==> src/rtl/palm_pkg.sv <==
// Shared types, default geometry and the saturating palm-height helper for palm_locator.
package palm_pkg;

  typedef enum logic [1:0] {
    ST_IDLE = 2'd0,
    ST_SCAN = 2'd1,
    ST_DONE = 2'd2
  } palm_state_e;

  localparam int IMG_W_DEF   = 120;
  localparam int IMG_H_DEF   = 160;
  localparam int MIN_RUN_DEF = 18;
  localparam int CW_DEF      = 8;

  // width * 1.5, saturated to the largest value representable in cw bits
  function automatic logic [15:0] palm_height_calc(input logic [15:0] width, input int unsigned cw);
    logic [16:0] w_sum;
    logic [16:0] w_max;
    w_sum = {1'b0, width} + {2'b00, width[15:1]};
    w_max = (17'd1 << cw) - 17'd1;
    if (w_sum > w_max) begin
      return w_max[15:0];
    end else begin
      return w_sum[15:0];
    end
  endfunction

endpackage

==> src/rtl/palm_locator_raster_counter.sv <==
// Row/column tracker for the pixel raster; sof forces the current pixel to (0,0).
module raster_counter
  import palm_pkg::*;
#(
  parameter int IMG_W = IMG_W_DEF,
  parameter int IMG_H = IMG_H_DEF,
  parameter int CW    = CW_DEF
) (
  input  logic          clk,
  input  logic          rst,
  input  logic          pix_valid,
  input  logic          sof,
  output logic [CW-1:0] row,
  output logic [CW-1:0] col,
  output logic          last_col,
  output logic          last_pix
);

  logic [CW-1:0] r_row;
  logic [CW-1:0] r_col;

  // coordinates of the pixel currently presented
  always_comb begin
    if (sof) begin
      row = '0;
      col = '0;
    end else begin
      row = r_row;
      col = r_col;
    end
    last_col = (col == CW'(IMG_W - 1));
    last_pix = last_col && (row == CW'(IMG_H - 1));
  end

  // advance to the next raster position on every accepted pixel
  always_ff @(posedge clk) begin
    if (rst) begin
      r_row <= '0;
      r_col <= '0;
    end else if (pix_valid) begin
      if (last_col) begin
        r_col <= '0;
        r_row <= last_pix ? '0 : row + CW'(1);
      end else begin
        r_col <= col + CW'(1);
        r_row <= row;
      end
    end
  end

endmodule

==> src/rtl/palm_locator.sv <==
// Frame-aware palm locator: reports the first run of object pixels >= MIN_RUN per frame.
// Optional macro PALM_HEIGHT_OVERRIDE_EN adds test_mode/palm_height_test height override ports.
module palm_locator
  import palm_pkg::*;
#(
  parameter int IMG_W   = IMG_W_DEF,
  parameter int IMG_H   = IMG_H_DEF,
  parameter int CW      = CW_DEF,
  parameter int MIN_RUN = MIN_RUN_DEF
) (
  input  logic          clk,
  input  logic          rst,
  input  logic          pix_valid,
  input  logic          pix,
  input  logic          sof,
`ifdef PALM_HEIGHT_OVERRIDE_EN
  input  logic          test_mode,
  input  logic [CW-1:0] palm_height_test,
`endif
  output logic [CW-1:0] start_r,
  output logic [CW-1:0] start_c,
  output logic [CW-1:0] end_r,
  output logic [CW-1:0] end_c,
  output logic [CW-1:0] palm_width,
  output logic [CW-1:0] palm_height,
  output logic          palm_valid,
  output logic          frame_done,
  output logic          palm_found
);

  localparam logic [1:0] S_IDLE = 2'(ST_IDLE);
  localparam logic [1:0] S_SCAN = 2'(ST_SCAN);
  localparam logic [1:0] S_DONE = 2'(ST_DONE);

  logic [CW-1:0] w_row, w_col;
  logic          w_last_col, w_last_pix;

  raster_counter #(.IMG_W(IMG_W), .IMG_H(IMG_H), .CW(CW)) u_raster (
    .clk       (clk),
    .rst       (rst),
    .pix_valid (pix_valid),
    .sof       (sof),
    .row       (w_row),
    .col       (w_col),
    .last_col  (w_last_col),
    .last_pix  (w_last_pix)
  );

  logic [1:0]    r_state;
  logic          r_run_open;
  logic [CW-1:0] r_run_c, r_run_r;

  logic          w_eval, w_open, w_close, w_qualify;
  logic [CW-1:0] w_start_c, w_start_r, w_end_c, w_height;
  logic [CW:0]   w_width;

  // run-close detection for the accepted pixel; sof discards any open run
  always_comb begin
    w_eval    = pix_valid && (sof || (r_state == S_SCAN));
    w_open    = r_run_open && !sof;
    w_start_c = w_open ? r_run_c : w_col;
    w_start_r = w_open ? r_run_r : w_row;
    if (pix) begin
      w_close = w_last_col;
      w_end_c = w_col;
    end else begin
      w_close = w_open;
      w_end_c = w_col - CW'(1);
    end
    w_width   = {1'b0, w_end_c} - {1'b0, w_start_c} + (CW+1)'(1);
    w_qualify = w_eval && w_close && (w_width >= (CW+1)'(MIN_RUN));
`ifdef PALM_HEIGHT_OVERRIDE_EN
    if (test_mode) begin
      w_height = palm_height_test;
    end else begin
      w_height = CW'(palm_height_calc(16'(w_width), CW));
    end
`else
    w_height = CW'(palm_height_calc(16'(w_width), CW));
`endif
  end

  // FSM, run tracking and registered results
  always_ff @(posedge clk) begin
    if (rst) begin
      r_state     <= S_IDLE;
      r_run_open  <= 1'b0;
      r_run_c     <= '0;
      r_run_r     <= '0;
      start_r     <= '0;
      start_c     <= '0;
      end_r       <= '0;
      end_c       <= '0;
      palm_width  <= '0;
      palm_height <= '0;
      palm_valid  <= 1'b0;
      frame_done  <= 1'b0;
      palm_found  <= 1'b0;
    end else begin
      palm_valid <= w_qualify;
      frame_done <= pix_valid && w_last_pix && ((r_state != S_IDLE) || sof);
      if (pix_valid) begin
        if (w_qualify) begin
          r_state <= S_DONE;
        end else if (sof) begin
          r_state <= S_SCAN;
        end
        r_run_open <= w_eval && pix && !w_last_col;
        if (w_eval && pix && !w_open) begin
          r_run_c <= w_col;
          r_run_r <= w_row;
        end
        if (w_qualify) begin
          palm_found  <= 1'b1;
          start_r     <= w_start_r;
          start_c     <= w_start_c;
          end_r       <= w_row;
          end_c       <= w_end_c;
          palm_width  <= w_width[CW-1:0];
          palm_height <= w_height;
        end else if (sof) begin
          palm_found <= 1'b0;
        end
      end
    end
  end

endmodule

==> config.mk <==
export PLATFORM = sky130hd
export DESIGN_NAME = palm_locator
export DESIGN_NICKNAME = d
export VERILOG_FILES = /design/src/rtl/palm_pkg.sv /design/src/rtl/palm_locator_raster_counter.sv /design/src/rtl/palm_locator.sv
export SDC_FILE = /design/constraint.sdc
export NUM_CORES = 1
export LEC_CHECK = 0
export CAP_MARGIN = 20
export CORE_UTILIZATION = 35
export DETAILED_ROUTE_END_ITERATION = 8
export MAX_ROUTING_LAYER = met4
export REMOVE_ABC_BUFFERS = 1
export SLEW_MARGIN = 15
export SYNTH_ARGS = -nofsm -noshare
export SYNTH_HDL_FRONTEND = slang
export SYNTH_SLANG_ARGS = --single-unit
==> constraint.sdc <==
create_clock -name clk -period 14.75 [get_ports clk]
set_input_delay 2.95 -clock clk [delete_from_list [all_inputs] [get_ports clk]]
set_output_delay 2.95 -clock clk [all_outputs]
set_load 0.005 [all_outputs]
==> flow_metrics.py, run 1 <==
metrics = {
    "yosys": {
        "synth_edf_count": 0,
        "synth_cells": 579,
        "syn_avg_cell_area_um2": 8.43,
        "ys_warn_count": 0,
        "synthFlopType": "dfxtp_1",
        "synth_top_area_frac": 0.349,
        "ys_types": 65,
        "yosysSeqAreaShare": 0.349,
        "ys_async_sr_fraction": 0,
        "ys_top_cells_by_area": "dfxtp_1 (35%), ha_1 (9.0%), a21oi_1 (7.0%), o21ai_0 (5.7%), mux2_2 (3.5%)",
        "ys_top_cells_by_count": "dfxtp_1 (85), a21oi_1 (68), o21ai_0 (56), nor2_1 (44), ha_1 (35)",
        "ys_ff_latch": 85,
        "yosys.area.top_type": "dfxtp_1",
        "synth_area_um2": 4880,
        "yosysMostFrequentCell": "dfxtp_1",
    },
    "sta": {
        "setup-tns-final_ps": 0,
        "rsz0062_at_grt": "no",
        "min_period_ps": 7800,
        "drv_slew": 0,
        "holdWs_ps": 476,
        "finalSetupViolCount": 0,
        "fmax_mhz": 128,
        "fin_crit_sh": 0.529,
        "final-hold-violation-count": 0,
        "slew_headroom": 0.275,
        "tightest_slew_ps": 1080,
        "clock_skew_ps": 11.3,
    },
    "clocking": {
        "htree_levels": 3,
        "cts_setup_buffers": 0,
        "clk_pin_slew_ps": 70,
        "numCtsBuffers": 9,
        "cts-root-buf": "clkbuf_16",
        "cts_hold_buf": 0,
        "cts_tree": "done",
        "worst_skew_pair.late_latency_ps": 350,
        "ctsResizeCount": 0,
        "clock_path_buffers": 2,
        "clock_sinks": 85,
    },
    "final_layout": {
        "multi_input_comb_area_um2": 2900,
        "synthToLayoutAreaGrowth_pct": 18.8,
        "fin_cells": 788,
        "antenna_cells": 0,
        "fillers": 1307,
        "drive_above_1_share": 0.105,
        "design_area_um2": 5800,
        "nets": 649,
        "ff_latch_area_um2": 1700,
    },
    "route": {
        "antenna_left": 0,
        "drc": 0,
        "drtIter0Drc": 304,
        "via_count": 4325,
        "wirelength_um": 12200,
        "wl_per_cell_um": 15.5,
        "dr.pass1.iters": 5,
        "via_per_inst": 5.49,
    },
    "critical_path": {
        "r2r_start": "u_raster.r_col[2]",
        "cp-end-kind": "register",
        "cp.arrival_ps": 8100,
        "cp_max_fo": 45,
        "rr_endpoint": "palm_height[2]",
        "r2r_slack_ps": 9530,
        "critPathRequiredTime_ps": 15040,
        "rr_worst_depth": 15,
        "crit_type": "in -> reg",
        "worstSetupStartpointType": "input pin",
    },
    "placed_design": {
        "dpl-instance-area_um2": 5510,
        "dp_hpwl_um": 8150,
        "dp.cells": 772,
        "io_buffers": 55,
        "gp_congestion": 0.820,
    },
    "min_path": {
        "hold_path_depth": 2,
        "hold_start": "palm_width[7]",
        "holdPathEnd": "palm_width[7]",
        "hp-class": "reg -> reg",
    },
    "power_and_ir_drop": {
        "powerDensity_nw_per_um2": 107,
        "p_leak_nw": 2.10,
        "design_power_total_uw": 623,
        "vdd_drop_max_mv": 0.0500,
    },
    "grt": {
        "grt_pass1_vias": 4014,
        "track_usage": 0.182,
        "grt_first_pass_wirelength_um": 20300,
        "antenna_found_initial": 0,
        "grt_max_degree": 79,
        "grt_overflow": 0,
    },
    "floorplan": {
        "core_um2": 13400,
        "dieHeight_um": 120,
        "fp.dieArea_um2": 14400,
        "pin_count": 56,
        "initial_core_util": 0.364,
        "dieWidth_um": 120,
        "rows": 42,
    },
    "run_status": {
        "status": "complete, no violations",
    },
    "flow_run": {
        "cap_violations": 0,
    },
}
cells by family after synthesis:
logic type | synth area share
multiplexers | 0.0428
flip-flops | 0.349
AND/OR/NAND/NOR | 0.190
adder cells (fa/ha/maj) | 0.0979
AO/OA/AOI/OAI | 0.234
XOR/XNOR | 0.0300
buffers and inverters | 0.0571
report_power, final:
part	internal [mW]	switching (mW)
Clock	0.122	0.102
Sequential	0.231	0.00199
Combinational	0.0609	0.105
cell usage in the layout (no fill, tap or decap), types with 2 or more instances in the layout:
cell | netlist | final
nand4b_1 | 3 | 3
clkbuf_16 | 0 | 9
or3_1 | 10 | 10
nand2b_1 | 4 | 4
a32oi_1 | 2 | 2
buf_4 | 0 | 6
nand2_1 | 28 | 28
inv_6 | 0 | 2
o221a_1 | 2 | 2
a211oi_2 | 2 | 2
a22oi_1 | 15 | 15
clkdlybuf4s50_1 | 0 | 54
nor4_1 | 3 | 3
nor2_1 | 44 | 44
inv_1 | 24 | 24
nor3_1 | 13 | 13
nand4_1 | 16 | 16
a21o_1 | 5 | 5
o21ai_1 | 2 | 2
fa_1 | 2 | 2
o21ai_0 | 56 | 56
ha_1 | 35 | 35
o221a_2 | 6 | 6
mux2_2 | 15 | 15
a21oi_1 | 68 | 68
o31ai_1 | 2 | 2
nand3_1 | 23 | 23
o211ai_1 | 3 | 3
a31oi_1 | 2 | 2
and4_1 | 2 | 2
dfxtp_1 | 85 | 85
xnor2_1 | 9 | 9
a311oi_1 | 3 | 3
mux2i_1 | 4 | 4
a211oi_1 | 2 | 2
nor2b_1 | 10 | 10
clkinv_4 | 0 | 2
xor2_1 | 4 | 4
and3_1 | 5 | 5
how the worst max path moves through the flow:
stage,cells after the start,end,slack (ps),startpoint
finish,20,palm_height[2],6950,sof
global route,20,end_c[3],6520,sof
CTS,20,palm_height[2],6930,sof
detailed placement,23,palm_height[2],6600,sof
global placement,23,end_c[3],6660,sof
floorplan,21,palm_height[0],7200,sof
metal layers:
metal  vias to the layer above  wire (µm)  global-route usage
met5                         -          0                   -
met4                         0        264              0.0820
met3                        18        565              0.0190
met2                       123       5360               0.259
met1                      2033       6040               0.256
li1                       2151          -                   -
critical path, stage by stage:
cell	delay (ps)
clkdlybuf4s50_1	460
buf_4	280
inv_1	90
nand2_1	150
ha_1	160
nor2b_1	180
o21ai_0	210
or4_1	430
o221ai_1	120
ha_1	290
ha_1	330
inv_1	180
o21bai_1	120
a211oi_2	280
xor2_2	380
inv_1	80
ha_1	240
o31a_4	270
nor2_2	560
o221a_2	290
final cells by class:
cell class                 count  area share
multi-input combinational    425       0.500
inverter                      25      0.0162
clock buffer                  10      0.0412
sequential                    85       0.293
timing repair buffer          61       0.102
clock inverter                 6     0.00928
tap                          176      0.0380
per-stage QoR:
| step | utilization | worst slack [ps] |
|---|---|---|
| 2_1_floorplan | - | 7200 |
| 3_3_place_gp | 0.411 | 6660 |
| 3_5_place_dp | 0.411 | 6600 |
| 4_1_cts | 0.433 | 6930 |
| 5_1_grt | 0.433 | 6520 |
| 6_report | 0.433 | 6950 |
(Power assumes the default switching activity.)
==> inputs of run 2 (changes only) <==
==> constraint.sdc (replaced) <==
create_clock -name clk -period 7.3 [get_ports clk]
set_input_delay 1.46 -clock clk [delete_from_list [all_inputs] [get_ports clk]]
set_output_delay 1.46 -clock clk [all_outputs]
set_load 0.005 [all_outputs]
==> run 2 against run 1 <==
Global-route usage rose by 0.56 points. Sequential power rose by 100%. Final cell count rose by 0.13%. Via count rose by 0.12%. Highest routed layer unchanged. Largest power group is now clock. Critical path type unchanged. Core utilization rose by 0.17 points. Largest cell class unchanged.
==> flow_metrics.py, run 2 (synthesized netlist as in run 1, its figures left out) <==
metrics = {
    "run_status": {
        "status": "complete, no violations",
    },
    "grt": {
        "antenna_found_initial": 0,
        "grt_max_degree": 79,
        "grt_overflow": 0,
        "track_usage": 0.187,
        "grt_first_pass_wirelength_um": 21000,
        "grt_pass1_vias": 4225,
    },
    "placed_design": {
        "dp.cells": 773,
        "io_buffers": 55,
        "gp_congestion": 0.864,
        "pre_cts_ws_ps": 678,
        "dp_hpwl_um": 8360,
    },
    "critical_path": {
        "cp_max_fo": 45,
        "cp.arrival_ps": 6530,
        "r2r_start": "u_raster.r_col[0]",
        "crit_type": "in -> reg",
        "rr_worst_depth": 22,
        "r2r_slack_ps": 2200,
        "rr_endpoint": "end_c[3]",
        "critPathRequiredTime_ps": 7550,
        "cp-end-kind": "register",
        "worstSetupStartpointType": "input pin",
    },
    "floorplan": {
        "dieHeight_um": 120,
        "pin_count": 56,
        "dieWidth_um": 120,
        "core_um2": 13400,
        "initial_core_util": 0.364,
        "fp.dieArea_um2": 14400,
        "rows": 42,
    },
    "power_and_ir_drop": {
        "p_clk_frac": 0.372,
        "internal-power_uw": 867,
        "power.switching_uw": 424,
        "p_leak_nw": 2.11,
        "p_seq_frac": 0.364,
        "design_power_total_mw": 1.29,
        "p_comb_frac": 0.264,
        "powerDensity_nw_per_um2": 222,
        "p_sw_frac": 0.328,
        "vdd_drop_max_mv": 0.106,
    },
    "sta": {
        "drv_slew": 0,
        "setup-tns-final_ps": 0,
        "slew_headroom": 0.235,
        "fmax_mhz": 159,
        "fin_crit_sh": 0.860,
        "setup_ws_ps": 1020,
        "rsz0062_at_grt": "no",
        "finalSetupViolCount": 0,
        "min_period_ps": 6280,
        "clock_skew_ps": 6.18,
        "final-hold-violation-count": 0,
        "tightest_slew_ps": 1140,
    },
    "route": {
        "dr.pass1.iters": 5,
        "drtIter0Drc": 287,
        "wirelength_um": 12400,
        "via_per_inst": 5.49,
        "antenna_left": 0,
        "wl_per_cell_um": 15.8,
        "drc": 0,
        "via_count": 4330,
    },
    "clocking": {
        "htree_levels": 3,
        "cts_setup_buffers": 0,
        "cts-root-buf": "clkbuf_16",
        "ctsResizeCount": 0,
        "clock_path_buffers": 2,
        "worst_skew_pair.late_latency_ps": 350,
        "cts_hold_buf": 0,
        "clk_pin_slew_ps": 70,
        "clock_sinks": 85,
        "numCtsBuffers": 9,
        "cts_tree": "done",
    },
    "final_layout": {
        "layout_common_cells": "dfxtp_1 (85), a21oi_1 (68), o21ai_0 (56)",
        "drive_above_1_share": 0.106,
        "nets": 650,
        "final_common_cell": "dfxtp_1",
        "antenna_cells": 0,
        "synthToLayoutAreaGrowth_pct": 19.3,
        "fillers": 1307,
        "fin_cells": 789,
    },
    "min_path": {
        "holdPathEnd": "start_r[6]",
        "hold_path_depth": 2,
        "hp-class": "reg -> reg",
        "hold_start": "start_r[6]",
    },
    "flow_run": {
        "cap_violations": 0,
    },
}
## run 2: how the worst max path moves through the flow
| stage | from | endpoint | slack (ps) | depth (start not counted) |
|---|---|---|---|---|
| 2_1_floorplan | sof | palm_height[0] | 1240 | 21 |
| 5_1_grt | sof | end_c[3] | 500 | 23 |
| 3_5_place_dp | sof | end_c[3] | 680 | 23 |
| 6_report | sof | end_c[3] | 1020 | 23 |
| 4_1_cts | sof | end_c[3] | 1010 | 23 |
| 3_3_place_gp | sof | palm_height[0] | 720 | 22 |
## run 2: power groups by stage
stage / Clock (mW) / Combinational (mW) / Sequential [mW]
2_1_floorplan: 0 / 0.252 / 0.479
3_3_place_gp: 0 / 0.335 / 0.481
3_5_place_dp: 0 / 0.341 / 0.480
4_1_cts: 0.485 / 0.344 / 0.470
5_1_grt: 0.508 / 0.386 / 0.470
6_report: 0.480 / 0.340 / 0.470
## run 2: stage by stage
| step | util | hold slack (ps) | cell area [µm²] |
|---|---|---|---|
| global route | 0.435 | 502 | 5820 |
| CTS | 0.435 | 473 | 5820 |
| global placement | 0.412 | 462 | 5520 |
| finish | 0.435 | 473 | 5820 |
| floorplan | - | 448 | 4700 |
| detailed placement | 0.412 | 465 | 5520 |
## run 2: layout make-up
cell class	instances	area, µm²	area share
inverter	25	93.8	0.0161
tap	176	220	0.0378
timing repair buffer	62	598	0.103
sequential	85	1700	0.292
clock inverter	6	68.8	0.0118
multi-input combinational	425	2900	0.498
clock buffer	10	239	0.0410
## run 2: critical path, stage by stage
cell	delay (ps)
clkdlybuf4s50_1	500
nor2b_1	360
inv_1	80
ha_1	310
nor2_1	50
a21oi_1	250
ha_1	290
inv_1	60
ha_1	210
inv_1	70
fa_1	410
nand2b_1	180
nand2b_1	70
a21oi_1	80
xnor2_1	370
inv_1	150
ha_1	200
o21ai_0	80
nand2_1	110
a41oi_4	240
o31a_4	440
nor2_2	200
a311oi_1	330
## run 2: layer usage
| metal | GRT usage | share of wire | wire, µm | vias up |
|---|---|---|---|---|
| met5 | - | 0 | 0 | - |
| met1 | 0.255 | 0.50 | 6240 | 2062 |
| met3 | 0.0200 | 0.035 | 439 | 12 |
| met2 | 0.281 | 0.45 | 5560 | 102 |
| li1 | - | - | - | 2154 |
| met4 | 0.0781 | 0.016 | 197 | 0 |
==> inputs of run 3 (changes only) <==
--- a/config.mk
+++ b/config.mk
@@ -9,8 +9,10 @@
 export CORE_UTILIZATION = 35
 export DETAILED_ROUTE_END_ITERATION = 8
 export MAX_ROUTING_LAYER = met4
+export PLACE_DENSITY = 0.67
 export REMOVE_ABC_BUFFERS = 1
 export SLEW_MARGIN = 15
 export SYNTH_ARGS = -nofsm -noshare
 export SYNTH_HDL_FRONTEND = slang
 export SYNTH_SLANG_ARGS = --single-unit
+export TNS_END_PERCENT = 10
==> constraint.sdc (replaced) <==
create_clock -name clk -period 5.3 [get_ports clk]
set_input_delay 1.06 -clock clk [delete_from_list [all_inputs] [get_ports clk]]
set_output_delay 1.06 -clock clk [all_outputs]
set_load 0.005 [all_outputs]
==> run 3 against run 2 <==
Largest cell class unchanged. First-iteration DRC count rose by 37%. Core utilization rose by 3.4 points. Die area did not move.
==> flow_metrics.py, run 3 (synthesized netlist as in run 1, its figures left out) <==
metrics = {
    "floorplan": {
        "rows": 42,
        "pin_count": 56,
        "dieHeight_um": 120,
        "fp.dieArea_um2": 14400,
        "dieWidth_um": 120,
        "initial_core_util": 0.364,
        "core_um2": 13400,
    },
    "min_path": {
        "hp-class": "reg -> reg",
        "hold_start": "start_r[7]",
        "holdPathEnd": "start_r[7]",
        "hold_path_depth": 2,
    },
    "sta": {
        "drv_slew": 0,
        "slew_headroom": 0.241,
        "finalSetupViolCount": 0,
        "setup_ws_ps": 241,
        "clock_skew_ps": 9.38,
        "tightest_slew_ps": 1130,
        "final-hold-violation-count": 0,
        "rsz0062_at_grt": "no",
        "fmax_mhz": 198,
        "min_period_ps": 5060,
        "fin_crit_sh": 0.954,
    },
    "grt": {
        "track_usage": 0.187,
        "grt_first_pass_wirelength_um": 21100,
        "grt_max_degree": 41,
        "grt_overflow": 0,
        "grt_pass1_vias": 4380,
        "antenna_found_initial": 0,
    },
    "clocking": {
        "numCtsBuffers": 9,
        "cts_tree": "done",
        "cts-root-buf": "clkbuf_16",
        "cts_hold_buf": 0,
        "worst_skew_pair.late_latency_ps": 350,
        "htree_levels": 3,
        "clock_path_buffers": 2,
        "clk_pin_slew_ps": 60,
        "clock_sinks": 85,
    },
    "flow_run": {
        "cap_violations": 0,
    },
    "run_status": {
        "status": "complete, no violations",
    },
    "route": {
        "dr.pass1.iters": 5,
        "wirelength_um": 12600,
        "drtIter0Drc": 392,
        "antenna_left": 0,
        "via_count": 4548,
        "wl_per_cell_um": 15.0,
        "drc": 0,
        "via_per_inst": 5.41,
    },
    "critical_path": {
        "r2r_slack_ps": 460,
        "crit_type": "in -> reg",
        "cp_max_fo": 10,
        "worstSetupStartpointType": "input pin",
        "rr_worst_depth": 17,
        "critPathRequiredTime_ps": 5530,
        "rr_endpoint": "palm_height[6]",
        "cp-end-kind": "register",
        "r2r_start": "u_raster.r_col[2]",
        "cp.arrival_ps": 5290,
    },
    "final_layout": {
        "drive_above_1_share": 0.176,
        "antenna_cells": 0,
        "final_common_cell": "dfxtp_1",
        "nets": 701,
        "synthToLayoutAreaGrowth_pct": 28.5,
        "fillers": 1248,
        "layout_common_cells": "dfxtp_1 (85), a21oi_1 (67), buf_4 (55)",
        "fin_cells": 840,
    },
    "power_and_ir_drop": {
        "p_leak_nw": 2.38,
        "vdd_drop_max_mv": 0.157,
        "design_power_total_mw": 1.98,
        "powerDensity_nw_per_um2": 315,
    },
    "placed_design": {
        "dp.cells": 823,
        "io_buffers": 55,
        "dp_hpwl_um": 8920,
        "gp_congestion": 0.818,
        "pre_cts_ws_ps": -339,
    },
}
run 3: cell count changes in the layout (fill, tap and decap cells not counted), sizes merged:
cell,previous run,this run
clkinv,2,1
bufinv,1,2
dlymetal6s2s,0,1
buf,8,59
clkdlybuf4s50,54,53
run 3: worst max-delay path by stage:
| stage | to | slack, ps | from | depth (start not counted) |
|---|---|---|---|---|
| floorplan | palm_height[0] | -360 | sof | 21 |
| global route | palm_height[6] | 20 | pix | 18 |
| global placement | palm_height[0] | -200 | sof | 19 |
| detailed placement | palm_height[0] | -340 | sof | 18 |
| CTS | palm_height[7] | 3 | sof | 19 |
| finish | palm_height[6] | 240 | pix | 18 |
run 3: through the flow:
stage	hold WS [ps]	cell area (µm²)	utilization	setup TNS, ps
2_1_floorplan	448	4700	-	-3010
3_3_place_gp	463	5930	0.442	-4410
3_5_place_dp	467	5930	0.442	-9500
4_1_cts	475	6250	0.466	0
5_1_grt	490	6280	0.468	0
6_report	477	6280	0.468	0
run 3: area by class of cell:
class	instances	area, µm²	area share
flip-flops and latches	85	1700	0.271
multi-input cells	425	2920	0.465
clock inverters	6	93.8	0.0150
well taps	176	220	0.0351
clock buffers	10	229	0.0365
repair buffers	113	1020	0.163
inverters	25	93.8	0.0150
run 3: metal layers:
| metal | up-vias | track usage | share of wire |
|---|---|---|---|
| met4 | 0 | 0.0914 | 0.024 |
| li1 | 2262 | - | - |
| met5 | - | - | 0 |
| met2 | 117 | 0.280 | 0.46 |
| met3 | 23 | 0.0323 | 0.043 |
| met1 | 2146 | 0.242 | 0.47 |
run 3: critical path, stage by stage:
cell and delay, ps:
clkdlybuf4s50_1 570, buf_4 260, a211o_1 280, a21oi_1 220
ha_1 290, ha_1 340, buf_4 150, a21oi_1 190
o21ai_2 140, xnor2_4 230, inv_2 70, ha_1 330
nand2_1 80, o211ai_1 190, o211ai_1 130, xor2_1 190
nand4_2 230, o221a_2 330
run 3: what timing repair did:
action / 4_1_cts / 5_1_grt
endpoints found under the setup margin: 0 / 48
setup buffers: 0 / 1
gates resized for setup: 0 / 7
run 3: where the power goes:
part | internal, mW | switching [mW] | total (mW)
clock | 0.417 | 0.271 | 0.688
sequential | 0.642 | 0.00543 | 0.647
combinational | 0.307 | 0.335 | 0.642
